### src/rtl/sdram_boot_mux.sv
// SDRAM request-port owner: copies the boot image from ROM into SDRAM,
// then turns CPU request pulses into held level requests.
module sdram_boot_mux #(
  parameter int          ROM_AW    = 8,
  parameter int          ROM_WORDS = 256,
  parameter int          ROM_LAT   = 1,
  parameter logic [31:0] BASE_ADDR = 32'h0
) (
  input  logic              clk,
  input  logic              reset,
  input  logic              dram_init,
  output logic [ROM_AW-1:0] rom_addr,
  input  logic [31:0]       rom_data,
  input  logic [31:0]       cpu_addr,
  input  logic [31:0]       cpu_wdata,
  input  logic [2:0]        cpu_size,
  input  logic              cpu_rd_req,
  input  logic              cpu_wr_req,
  output logic              cpu_valid,
  output logic [31:0]       mem_addr,
  output logic [31:0]       mem_wdata,
  output logic [2:0]        mem_size,
  output logic              mem_rd_req,
  output logic              mem_wr_req,
  input  logic              mem_rd_valid,
  input  logic              mem_wr_valid,
  output logic              boot_done,
  output logic              boot_err
);

  typedef enum logic [1:0] {
    IDLE,
    FETCH,
    WRITE,
    DONE
  } state_t;

  localparam logic [2:0]        LAT  = 3'(ROM_LAT);
  localparam logic [ROM_AW-1:0] LAST = ROM_AW'(ROM_WORDS - 1);

  state_t            state, state_n;
  logic [2:0]        cnt, cnt_n;
  logic [ROM_AW-1:0] idx_n;
  logic [31:0]       wdata, wdata_n;
  logic              rd_n, wr_n, done_n, err_n;

  always_ff @(posedge clk or posedge reset) begin
    if (reset) begin
      state      <= IDLE;
      cnt        <= '0;
      rom_addr   <= '0;
      wdata      <= '0;
      mem_rd_req <= 1'b0;
      mem_wr_req <= 1'b0;
      boot_done  <= 1'b0;
      boot_err   <= 1'b0;
    end else begin
      state      <= state_n;
      cnt        <= cnt_n;
      rom_addr   <= idx_n;
      wdata      <= wdata_n;
      mem_rd_req <= rd_n;
      mem_wr_req <= wr_n;
      boot_done  <= done_n;
      boot_err   <= err_n;
    end
  end

  always_comb begin
    state_n = state;
    cnt_n   = cnt;
    idx_n   = rom_addr;
    wdata_n = wdata;
    rd_n    = mem_rd_req;
    wr_n    = mem_wr_req;
    done_n  = boot_done;
    err_n   = boot_err;
    unique case (state)
      IDLE: begin
        if (dram_init) begin
          state_n = FETCH;
          cnt_n   = LAT;
        end
      end
      FETCH: begin
        if (cnt <= 3'd1) begin
          cnt_n   = '0;
          wdata_n = rom_data;
          wr_n    = 1'b1;
          state_n = WRITE;
        end else begin
          cnt_n = cnt - 3'd1;
        end
      end
      WRITE: begin
        if (mem_wr_valid) begin
          wr_n = 1'b0;
          if (rom_addr == LAST) begin
            state_n = DONE;
            done_n  = 1'b1;
          end else begin
            idx_n   = rom_addr + ROM_AW'(1);
            cnt_n   = LAT;
            state_n = FETCH;
          end
        end
      end
      DONE: begin
        // a completion cycle never starts a new request
        if (mem_rd_valid || mem_wr_valid) begin
          if (mem_rd_valid) rd_n = 1'b0;
          if (mem_wr_valid) wr_n = 1'b0;
        end else begin
          if (cpu_rd_req) rd_n = 1'b1;
          if (cpu_wr_req) wr_n = 1'b1;
        end
      end
      default: state_n = IDLE;
    endcase
    if (!boot_done && (cpu_rd_req || cpu_wr_req)) err_n = 1'b1;
  end

  assign mem_addr  = boot_done ? cpu_addr
                   : BASE_ADDR + (32'(rom_addr) << 2);
  assign mem_wdata = boot_done ? cpu_wdata : wdata;
  assign mem_size  = boot_done ? cpu_size : 3'b010;
  assign cpu_valid = (mem_rd_valid | mem_wr_valid) & boot_done;

endmodule

### config.mk
export PLATFORM = sky130hd
export DESIGN_NAME = sdram_boot_mux
export DESIGN_NICKNAME = d
export VERILOG_FILES = /design/src/rtl/sdram_boot_mux.sv
export SDC_FILE = /design/constraint.sdc
export NUM_CORES = 1
export LEC_CHECK = 0
export CORE_AREA = 4 4 91 93
export CTS_CLUSTER_SIZE = 30
export DETAILED_ROUTE_END_ITERATION = 12
export DIE_AREA = 0 0 95 97
export PLACE_DENSITY = 0.85
export SLEW_MARGIN = 20
export SYNTH_ARGS = -nofsm -noshare
export SYNTH_HDL_FRONTEND = slang
export SYNTH_SLANG_ARGS = --single-unit
### constraint.sdc
create_clock -name clk -period 3.2 [get_ports clk]
set_clock_uncertainty 0.2 [all_clocks]
set_input_delay 0.64 -clock clk [delete_from_list [all_inputs] [get_ports clk]]
set_output_delay 0.64 -clock clk [all_outputs]
set_load 0.005 [all_outputs]
==> impl_metrics.csv, run 1 <==
group,metric,value,unit
min_path,hp-class,"flip-flop to flip-flop",
synth,syn_area,2910,um^2
critical_path,crit_fanout,49,
clock_tree,cts.clk_slew.worst_paths,0.09,ns
critical_path,worstPathCellList,"buf_4 -> mux2_2 -> clkdlybuf4s50_1",
routing,antenna_left,0,
critical_path,r2r-start,"state[1]$_DFFE_PP0P_",
finish,area_delta_synth_final,69.7,%
clock_tree,cts_buffer_depth,2,
power,p_leak,2.14,nW
sta,layout_worst_path_cycle_share,86.5,%
sta,slew_headroom,40.2,%
global_route,grt_pass1_wl,14000,um
synth,synth_nets,345,
place,portBuffers,185,
finish,stdcell_area,4940,um^2
floorplanning,die-area,9220,um^2
synth,async_flop_share,100,%
critical_path,startpoint_type,"flip-flop",
routing,viasPerCell,4.73,
floorplanning,num_rows,32,
finish,fillers,602,
critical_path,cp.arrival,1.93,ns
critical_path,max_stage_delay,0.45,ns
flow_run,cap_violations,0,
floorplanning,start_util,38.7,%
clock_tree,cts_tree,"built",
run_status,status,"finished, final reports clean",
routing,drt-total-wl,8840,um
min_path,hold_start,"boot_err$_DFFE_PP0P_",
sta,fin_ws,0.432,ns
floorplanning,die-width,95,um
place,gp_congestion,0.791,
finish,multiInputGateArea,1560,um^2
critical_path,critPathKind,"flip-flop to output pin",
finish,n_antenna_cell,0,
floorplanning,die_y,97,um
synth,yosys.area.top_type,"dfrtp_1",
critical_path,crit_path_start,"boot_done$_DFFE_PP0P_",
global_route,grt_pass1_vias,2728,
finish,final-seq-area,1230,um^2
synth,yosys-top-cells-area,"dfrtp_1, mux2_2, mux2_4",
synth,synth_most_common_cell,"dfrtp_1",
finish,nets,531,
global_route,antenna_found_initial,0,
synth,ys_ff_latch,49,
place,dpl.hpwl,7200,um
synth,synth-edff-count,0,
power,vdd_drop_max,0.152,mV
synth,synth_top_flop_cell,"dfrtp_1",
routing,drt_iter0_drc,52,
synth,yosysUniqueCellTypes,37,
sta,maxSlewViolCount,0,
clock_tree,post_cts_resized,0,
sta,tns,0,ns
finish,layout-drive-gt1-share,22.2,%
sta,min_period,2.77,ns
synth,yosysWarnings,0,
global_route,grt_overflow,0,
sta,worstMarginPinSlew,0.897,ns
place,pre_cts_ws,0.557,ns
floorplanning,core_area,7530,um^2
sta,max_freq,361,MHz
routing,firstDrtPassIters,4,
routing,wl_per_cell,17.0,um
clock_tree,cts_buffers,5,
synth,syn_inst,232,
clock_tree,ctsHoldBuffers,0,
clock_tree,clkLatencyLatePin,0.30,ns
synth,syn_avg_cell_area,12.6,um^2
critical_path,cp.required,2.36,ns
place,placed_area,4850,um^2
clock_tree,cts_root_buf,"clkbuf_8",
synth,synthTopCellsByCount,"dfrtp_1, mux2_2, mux2_4",
critical_path,cp-end-kind,"output pin",
routing,vias,2466,
clock_tree,cts.sinks,49,
synth,yosysSeqAreaShare,42.1,%
clock_tree,htreeDepth,2,
sta,setup_viol,0,
power,powerDensity,260,nW/um^2
sta,rsz0062_at_grt,"false",
clock_tree,postCtsSetupBuffers,0,
floorplanning,ioPinCount,186,
routing,drc,0,
global_route,track_usage,19.0,%
critical_path,critPathSlowestCell,"clkdlybuf4s50_1",
global_route,grt_max_degree,50,
synth,synth_top_area_share,42.1,%
sta,whs,0.281,ns
sta,finalHoldViolations,0,
## worst paths after layout
kind / end / slack (ns) / cells after the start
setup / recovery: mem_wdata[10] / 0.43 / 3
hold / removal: boot_err$_DFFE_PP0P_ / 0.28 / 1
setup reg to reg: wdata[4]$_DFFE_PP0P_ / 0.59 / 5
hold reg to reg: boot_err$_DFFE_PP0P_ / 0.28 / 1
max in group asynchronous: wdata[13]$_DFFE_PP0P_ / 1.78 / 3
min in group asynchronous: wdata[11]$_DFFE_PP0P_ / 0.49 / 2
## power breakdown
group	switching [mW]	internal, mW	leakage (nW)
Sequential	0.0138	0.640	0.592
Clock	0.222	0.160	0.0452
Combinational	0.0574	0.192	1.50
## metal layers
layer / vias to the layer above / GRT usage, % / routed length, um / part of all wire, %
met2: 88 / 34.6 / 4720 / 53
li1: 1191 / - / - / -
met1: 1179 / 22.4 / 3420 / 39
met5: - / 0 / 0 / 0
met3: 8 / 4.59 / 615 / 7.0
met4: 0 / 3.66 / 81 / 0.92
## layout make-up
class	instances	share of cell area (%)
sequential	49	24.8
clock inverter	3	0.506
clock buffer	5	1.39
tap	102	2.58
inverter	7	0.532
multi-input combinational	164	31.5
timing repair buffer	191	38.6
## stage by stage
| step | total power, mW | util, % | std cells |
|---|---|---|---|
| floorplan | 0.726 | - | 232 |
| global placement | 0.909 | 64.4 | 513 |
| detailed placement | 0.917 | 64.4 | 513 |
| CTS | 1.31 | 65.7 | 521 |
| global route | 1.35 | 65.7 | 521 |
| finish | 1.29 | 65.7 | 521 |
## registers in the layout, summed over array words and instances (netlist names)
signal	count
rom_addr	8
mem_wr_req	1
wdata	32
boot_err	1
mem_rd_req	1
state	2
boot_done	1
cnt	3
## logic make-up (layout without fill, tap and decap cells)
logic type      count (synthesis)  after routing  share of synthesized area [%]
compound gates                 21             21                           4.98
fa+ha+maj                       7              7                           3.01
buf+inv                        19            206                           4.38
flops                          49             49                           42.1
mux                            74             74                           32.3
simple gates                   55             55                           11.1
xor+xnor                        7              7                           2.10
## placed cells by master, fill, tap and decap left out, types with 2 or more instances in the layout
cell	n
and2_1	26
a21oi_1	3
o21ai_0	4
nand2b_1	2
mux2_4	29
o21a_1	2
inv_1	6
buf_4	5
o31ai_1	3
xor2_1	3
dfrtp_1	48
xnor2_1	4
clkbuf_8	5
clkdlybuf4s50_1	185
inv_6	2
mux2_2	45
nor2_1	5
nand2_1	3
nor4_1	2
nor3_1	4
ha_1	7
nor2b_1	4
nand4_1	4
## worst max-delay path: cells and delay by family (launching register included)
family | cells | cell delay [ns]
buffers and inverters | 2 | 0.84
flip-flops | 1 | 0.36
multiplexers | 1 | 0.41
Power figures use the tool's default switching activity.
==> inputs of run 2 (changes only) <==
GPL_TIMING_DRIVEN = 0   (was not set)
SKIP_CTS_REPAIR_TIMING = 1   (was not set)
==> impl_metrics.csv, run 2 (same netlist as run 1, synthesis figures left out) <==
group,metric,value,unit
power,p_leak,2.20,nW
sta,tns,0,ns
power,powerDensity,282,nW/um^2
clock_tree,cts.sinks,49,
floorplanning,die_y,97,um
min_path,hp-class,"flip-flop to flip-flop",
sta,worstMarginPinSlew,0.480,ns
finish,nets,538,
sta,maxSlewViolCount,0,
routing,drt_iter0_drc,36,
power,p_clk_share,36.8,%
routing,wl_met1,3560,um
power,internal_power,1.15,mW
place,portBuffers,185,
finish,fillers,589,
routing,vias,2527,
routing,dr_wl_met2,4620,um
global_route,grt_overflow,0,
finish,layout_commonest_cell,"clkdlybuf4s50_1",
critical_path,worstPathCellList,"clkbuf_1 -> clkbuf_2 -> mux2_2 -> clkdlybuf4s50_1",
finish,largest_reg_flops,32,
critical_path,r2r_slack,1.07,ns
routing,drt-total-wl,8870,um
finish,area_delta_synth_final,73.5,%
finish,final_cell_mix,"clkdlybuf4s50_1, dfrtp_1, mux2_2, mux2_4, and2_1",
sta,setup_viol,0,
sta,finalHoldViolations,0,
sta,max_freq,321,MHz
clock_tree,cts_buffer_depth,2,
critical_path,critPathSlowestCell,"clkdlybuf4s50_1",
critical_path,crit_fanout,10,
clock_tree,cts.clk_slew.worst_paths,0.09,ns
floorplanning,core_area,7530,um^2
power,p_switching,279,uW
finish,stdcell_area,5050,um^2
power,switching_share,19.6,%
place,gp_congestion,0.812,
floorplanning,num_rows,32,
finish,final_util,67.2,%
critical_path,critPathKind,"flip-flop to output pin",
floorplanning,ioPinCount,186,
finish,layout-drive-gt1-share,22.1,%
clock_tree,cts_tree,"built",
routing,wl_per_cell,16.8,um
sta,whs,0.280,ns
global_route,grt_pass1_wl,13500,um
critical_path,crit_path_start,"boot_done$_DFFE_PP0P_",
global_route,grt_max_degree,30,
sta,min_period,3.12,ns
clock_tree,cts_buffers,5,
critical_path,cp-end-kind,"output pin",
floorplanning,die-area,9220,um^2
place,dp_cells,520,
critical_path,endpoint,"mem_wdata[10]",
critical_path,path_depth,4,
routing,drc,0,
sta,slew_headroom,68.0,%
finish,reg.largest.list,"wdata: 32 flops, rom_addr: 8 flops, cnt: 3 flops",
critical_path,cp.required,2.36,ns
floorplanning,start_util,38.7,%
critical_path,path_delay_family,"buffers and inverters",
critical_path,reg2reg_to,"cnt[2]$_DFFE_PP0P_",
finish,layout.cells.non_filler,528,
routing,met3WireLength,580,um
routing,firstDrtPassIters,4,
place,pre_cts_ws,0.206,ns
power,vdd_drop_max,0.164,mV
place,dpl.hpwl,7350,um
clock_tree,htreeDepth,2,
critical_path,cp.buffers_inverters,3,
sta,fin_ws,0.0811,ns
routing,maxUsedRoutingLayer,"met4",
critical_path,max_stage_delay,0.47,ns
power,pwr-share-comb,17.4,%
critical_path,startpoint_type,"flip-flop",
power,p_total,1.43,mW
global_route,track_usage,18.6,%
routing,viasPerCell,4.79,
global_route,grt_pass1_vias,2674,
place,placed_area,4910,um^2
critical_path,r2r-start,"state[0]$_DFFE_PP0P_",
finish,n_antenna_cell,0,
run_status,status,"finished, final reports clean",
clock_tree,clkLatencyLatePin,0.29,ns
critical_path,cp.arrival,2.28,ns
sta,layout_worst_path_cycle_share,97.5,%
min_path,hold_depth,1,
finish,regMostFlops,"wdata",
global_route,antenna_found_initial,0,
routing,antenna_left,0,
floorplanning,die-width,95,um
sta,rsz0062_at_grt,"true",
clock_tree,cts_root_buf,"clkbuf_8",
power,seqPwrFrac,45.8,%
flow_run,cap_violations,0,
critical_path,ff2ff_path_depth,6,
## run 2: cell types whose count changed in the layout (fill, tap and decap cells not counted)
cell,change
buf_1,+1
buf_12,+3
buf_4,-5
buf_6,+1
bufinv_16,+2
clkbuf_1,+3
clkbuf_2,+4
clkinvlp_4,-1
dfrtp_1,+1
dfrtp_2,-1
inv_6,-1
or3b_1,+1
or3b_2,-1
## run 2: worst min path at each step
stage / start / end / slack (ns)
3_3_place_gp: boot_err$_DFFE_PP0P_ / boot_err$_DFFE_PP0P_ / 0.26
6_report: boot_err$_DFFE_PP0P_ / boot_err$_DFFE_PP0P_ / 0.28
3_5_place_dp: boot_err$_DFFE_PP0P_ / boot_err$_DFFE_PP0P_ / 0.27
5_1_grt: boot_err$_DFFE_PP0P_ / boot_err$_DFFE_PP0P_ / 0.31
2_1_floorplan: boot_err$_DFFE_PP0P_ / boot_err$_DFFE_PP0P_ / 0.27
4_1_cts: boot_err$_DFFE_PP0P_ / boot_err$_DFFE_PP0P_ / 0.29
## run 2: layout make-up
class / count / area, um^2 / share of cell area [%]
Clock inverter: 3 / 68.8 / 1.36
Sequential cell: 49 / 1230 / 24.3
Tap cell: 102 / 128 / 2.52
Clock buffer: 5 / 68.8 / 1.36
Multi-Input combinational cell: 164 / 1560 / 30.8
Inverter: 7 / 26.3 / 0.520
Buffer: 12 / 106 / 2.10
Timing Repair Buffer: 186 / 1870 / 37.0
## run 2: worst register-to-register path: cells and delay by family (launching register included)
family          cells  cell delay, ns
compound gates      2            0.63
simple gates        2            0.45
flops               1            0.39
fa+ha+maj           1            0.26
buf+inv             1            0.09
## run 2: power by group through the flow
stage	Combinational [mW]	Clock (mW)	Sequential, mW
final	0.249	0.524	0.653
after global routing	0.266	0.563	0.656
after CTS	0.252	0.541	0.653
after detailed placement	0.250	0	0.665
after global placement	0.241	0	0.664
after floorplan	0.0653	0	0.660
## run 2: routing by layer
metal	up-vias	global-route usage [%]
li1	1207	-
met1	1214	21.6
met2	96	34.1
met3	10	4.04
met4	0	4.44
met5	-	0
